[src/rtl/sum_deserializer.sv]
// sum_deserializer: packs W-bit sum chunks, LSB chunk first, into one N-bit
// result word. The result is offered on a valid/ready handshake and re-arms
// once it has been taken.
module sum_deserializer #(
    parameter int N = 256,
    parameter int W = 4
) (
    input  logic         clk,
    input  logic         rst,
    input  logic         in_valid,
    input  logic [W-1:0] c_in,
    output logic         in_ready,
    output logic         out_valid,
    input  logic         out_ready,
    output logic [N-1:0] sum
);

    localparam int CC = N / W;
    localparam int CW = (CC > 1) ? $clog2(CC) : 1;
    localparam logic [CW-1:0] CNT_LAST = CW'(CC - 1);

    typedef enum logic {
        COLLECT,
        DONE
    } state_t;

    state_t        state;
    logic [CW-1:0] cnt;

    // Collect/present FSM. Handshake flags are registered alongside the state,
    // so in_ready is always the complement of out_valid.
    always_ff @(posedge clk) begin
        if (rst) begin
            state     <= COLLECT;
            cnt       <= '0;
            sum       <= '0;
            in_ready  <= 1'b1;
            out_valid <= 1'b0;
        end else begin
            case (state)
                COLLECT: begin
                    if (in_valid) begin
                        sum <= {c_in, sum[N-1:W]};
                        if (cnt == CNT_LAST) begin
                            cnt       <= '0;
                            state     <= DONE;
                            in_ready  <= 1'b0;
                            out_valid <= 1'b1;
                        end else begin
                            cnt <= cnt + CW'(1);
                        end
                    end
                end
                DONE: begin
                    if (out_ready) begin
                        state     <= COLLECT;
                        in_ready  <= 1'b1;
                        out_valid <= 1'b0;
                    end
                end
                default: begin
                    state     <= COLLECT;
                    in_ready  <= 1'b1;
                    out_valid <= 1'b0;
                end
            endcase
        end
    end

endmodule

[config.mk]
export PLATFORM = sky130hd
export DESIGN_NAME = sum_deserializer
export DESIGN_NICKNAME = d
export VERILOG_FILES = /design/src/rtl/sum_deserializer.sv
export SDC_FILE = /design/constraint.sdc
export NUM_CORES = 1
export LEC_CHECK = 0
export ABC_AREA = 1
export CORE_MARGIN = 2
export CORE_UTILIZATION = 30
export CTS_CLUSTER_SIZE = 10
export DETAILED_ROUTE_END_ITERATION = 7
export HOLD_SLACK_MARGIN = 0.06
export SLEW_MARGIN = 20
export SYNTH_ARGS = -nofsm -noshare
export SYNTH_HDL_FRONTEND = slang
export SYNTH_SLANG_ARGS = --single-unit
[constraint.sdc]
create_clock -name clk -period 1.5 [get_ports clk]
set_input_delay 0.375 -clock clk [delete_from_list [all_inputs] [get_ports clk]]
set_output_delay 0.375 -clock clk [all_outputs]
set_load 0.01 [all_outputs]
==> run_results.csv <==
group,metric,value,unit
outcome,outcome,"finished, final reports clean",
setup_path,endpoint_of_the_worst_register_to_register_path,"sum[152]",
detailed_routing,via_count,8426,
floorplan,dieHeight,178.6,µm
yosys,post_synth_instance_area,9143,µm²
timing,final-max-slew-violation-count,0,
power,switchingPower,4.156,mW
grt,grt_start_max_net_pins,96,
setup_path,worstPathCellList,"buf_2",
yosys,synth.ff_latch_count,265,
final_layout,antenna-diode-count,0,
setup_path,worst_setup_path_endpoint,"sum[104]",
yosys,netlist-cell-type-count,21,
cts,clk_path_buf_depth,3,
setup_path,timing.critical_path.buf_inv,1,
setup_path,r2r-start,"state",
placed_design,dpl_cell_area,12420,µm²
final_layout,syn_to_final_growth,35.20,%
timing,fmax,687.5,MHz
final_layout,most_common_cell_after_layout_fill_and_taps_aside,"sky130_fd_sc_hd__nor2_1",
detailed_routing,totalWireLength,26.22,mm
detailed_routing,ant_nets,0,
timing,layout_worst_path_cycle_share,96.98,%
setup_path,worst-r2r-cell-count,5,
floorplan,die_area,31890,µm²
detailed_routing,detailedRoute.firstIterationViolations,552,
grt,total_global_route_track_usage,15.71,%
final_layout,finalInstanceArea,12360,µm²
detailed_routing,via_per_inst,4.587,
yosys,synth_area_per_cell,7.861,µm²
job,max-cap-violations,0,
detailed_routing,route.detailed.wl_per_inst,14.27,µm
setup_path,timing.critical_path.depth,1,
final_layout,final_core_util,41.48,%
setup_path,worst_ep_required_time,1120,ps
timing,hold_violations,0,
setup_path,worstSetupEndpointType,"primary output",
grt,grt.met1_usage,20.68,%
yosys,yosys.area_share.simple,22.42,%
setup_path,critical_path.max_stage_delay,360,ps
setup_path,crit_arrival,1080,ps
setup_path,critPathTopFamily,"flip-flops",
min_path,hold_class,"input port to register",
yosys,synth_xor_xnor_area_share,0.09580,%
power,power.share.combinational,11.4,%
timing,period_minus_slack,1455,ps
setup_path,reg2reg_setup_slack,260,ps
power,seq_power_share,48.5,%
final_layout,proportion_of_layout_cells_with_a_drive_suffix_above_1,36.97,%
floorplan,top_level_pins,266,
cts,clock-root-buffer,"sky130_fd_sc_hd__clkbuf_16",
setup_path,crit_start,"sum[104]",
yosys,yosysWarningCount,0,
cts,cts.hold.buffers_added,0,
placed_design,placement.io_buffers,265,
final_layout,final_net_count,1450,
power,static-leakage-power,5.880,nW
setup_path,crit_path_start_kind,"register",
grt,wire_length_of_the_first_global_routing_pass,40.99,mm
grt,grtUsageMet3,5.754,%
detailed_routing,drc,0,
setup_path,critical_path.slowest_cell,"sky130_fd_sc_hd__dfxtp_1",
setup_path,worst-path-max-fanout,3,
timing,grt_setup_unrepaired,"no",
cts,cts_buffers,31,
yosys,dominant_combinational_cell_family_by_area_after_synthesis,"simple AND/OR/NAND/NOR gates",
yosys,synth_compound_gate_area_share,14.37,%
power,power_frac_clock,40.0,%
setup_path,worst_setup_path_category,"register to primary output",
yosys,synth.mux.area_fraction,0,%
yosys,synth_adder_area_share,0.1369,%
floorplan,rows,63,
final_layout,mostFrequentLayoutCells,"sky130_fd_sc_hd__nor2_1 (517), sky130_fd_sc_hd__o21ai_0 (252), sky130_fd_sc_hd__buf_2 (246), sky130_fd_sc_hd__dfxtp_2 (171), sky130_fd_sc_hd__dfxtp_1 (93)",
power,power_switching_share,25.58,%
floorplan,initial_utilization,30.68,%
timing,finClkSkew,7.992,ps
power,pwr_density_cell,1314,nW/µm²
cts,cts.htree.levels,1,
cts,clock_sink_count,265,
min_path,min-delay-start,"out_ready",
grt,grt_antenna_before_repair,0,
grt,gr-usage-met2,24.31,%
power,vdd_ir_drop_max,831.3,µV
cts,clock_insertion_delay_worst_skew,560,ps
floorplan,floorplan.core_area,29800,µm²
timing,final-setup-viol-count,0,
timing,hold-worst-slack,446.3,ps
power,intPower,12.09,mW
grt,global_route.overflow_total,0,
grt,first_global_vias,7735,
yosys,netlist_instances,1163,
yosys,synthesis.nets,1172,
timing,max_slew.worst_pin.slew,355.1,ps
floorplan,fp.dieW,178.6,µm
cts,cts.reportedPaths.clkPinSlew,60,ps
cts,cts_tree,"yes",
yosys,seq_area_frac_synth,58.03,%
detailed_routing,drt_first_pass_iters,4,
timing,slew_hr,76.33,%
placed_design,place_congestion,0.7488,
grt,grt_most_used_layer,"met2",
placed_design,place.detailed.hpwl,17.37,mm
-- per-layer routing --
layer / vias up / routed length (µm)
met5: - / 0
met3: 38 / 2506
met1: 3879 / 11780
li1: 4269 / -
met2: 240 / 11390
met4: 0 / 540
-- cell families after synthesis --
group           after synthesis
fa+ha+maj                     1
flops                       265
simple gates                541
xor+xnor                      1
buf+inv                      93
compound gates              262
-- worst min path at each step --
stage	end	slack (ps)	cells past startpoint
3_3_place_gp	in_ready	440	2
4_1_cts	in_ready	420	3
3_5_place_dp	in_ready	450	2
2_1_floorplan	cnt[1]	440	1
5_1_grt	sum[252]	450	3
6_report	in_ready	450	3
-- registers in the layout (all words and copies together) (netlist names) --
signal	cells
in_ready	1
state	1
out_valid	1
cnt	6
sum	256
-- power groups by stage --
stage	combinational [mW]	clock, mW	sequential [mW]
after floorplan	0.801	0	8.12
after global placement	2.20	0	7.99
after detailed placement	2.21	0	8.00
after CTS	1.88	6.73	7.89
after global routing	2.09	7.02	7.95
final	1.85	6.51	7.89
-- cells in the mapped netlist (all sizes together) --
cell,number,area (µm²)
ha,1,12.51
xnor2,1,8.760
or2,1,6.260
a211oi,1,7.510
inv,9,36.29
nand2,16,67.56
a21oi,5,25.02
nand3,6,30.03
nor2,517,1941
clkbuf,30,127.6
nor3,1,5.000
o21ai,256,1281
dfxtp,265,5305
buf,54,289.0
-- layout make-up --
| cell class | count | area, µm² |
|---|---|---|
| well taps | 390 | 488.0 |
| inverters | 9 | 46.29 |
| fillers | 3096 | 17440 |
| multi-input cells | 805 | 3393 |
| flip-flops and latches | 265 | 5523 |
| repair buffers | 329 | 2063 |
| clock inverters | 3 | 32.53 |
| clock buffers | 36 | 814.5 |
-- per-stage QoR --
step	total power [mW]	worst slack, ps	instances	TNS (ps)
after floorplan	8.924	333.8	1163	0
final	16.25	45.37	1837	0
after global placement	10.19	-310.9	1780	-62140
after CTS	16.51	0.4121	1837	0
after detailed placement	10.21	-334.5	1780	-67420
after global routing	17.06	0.3254	1837	0
-- timing repair --
action                      CTS  global route
setup endpoints to repair   258            24
setup buffers                18             0
pin swaps                     0             0
gates resized for setup    1192            25
gates cloned                  0             0
(Power assumes the default switching activity.)
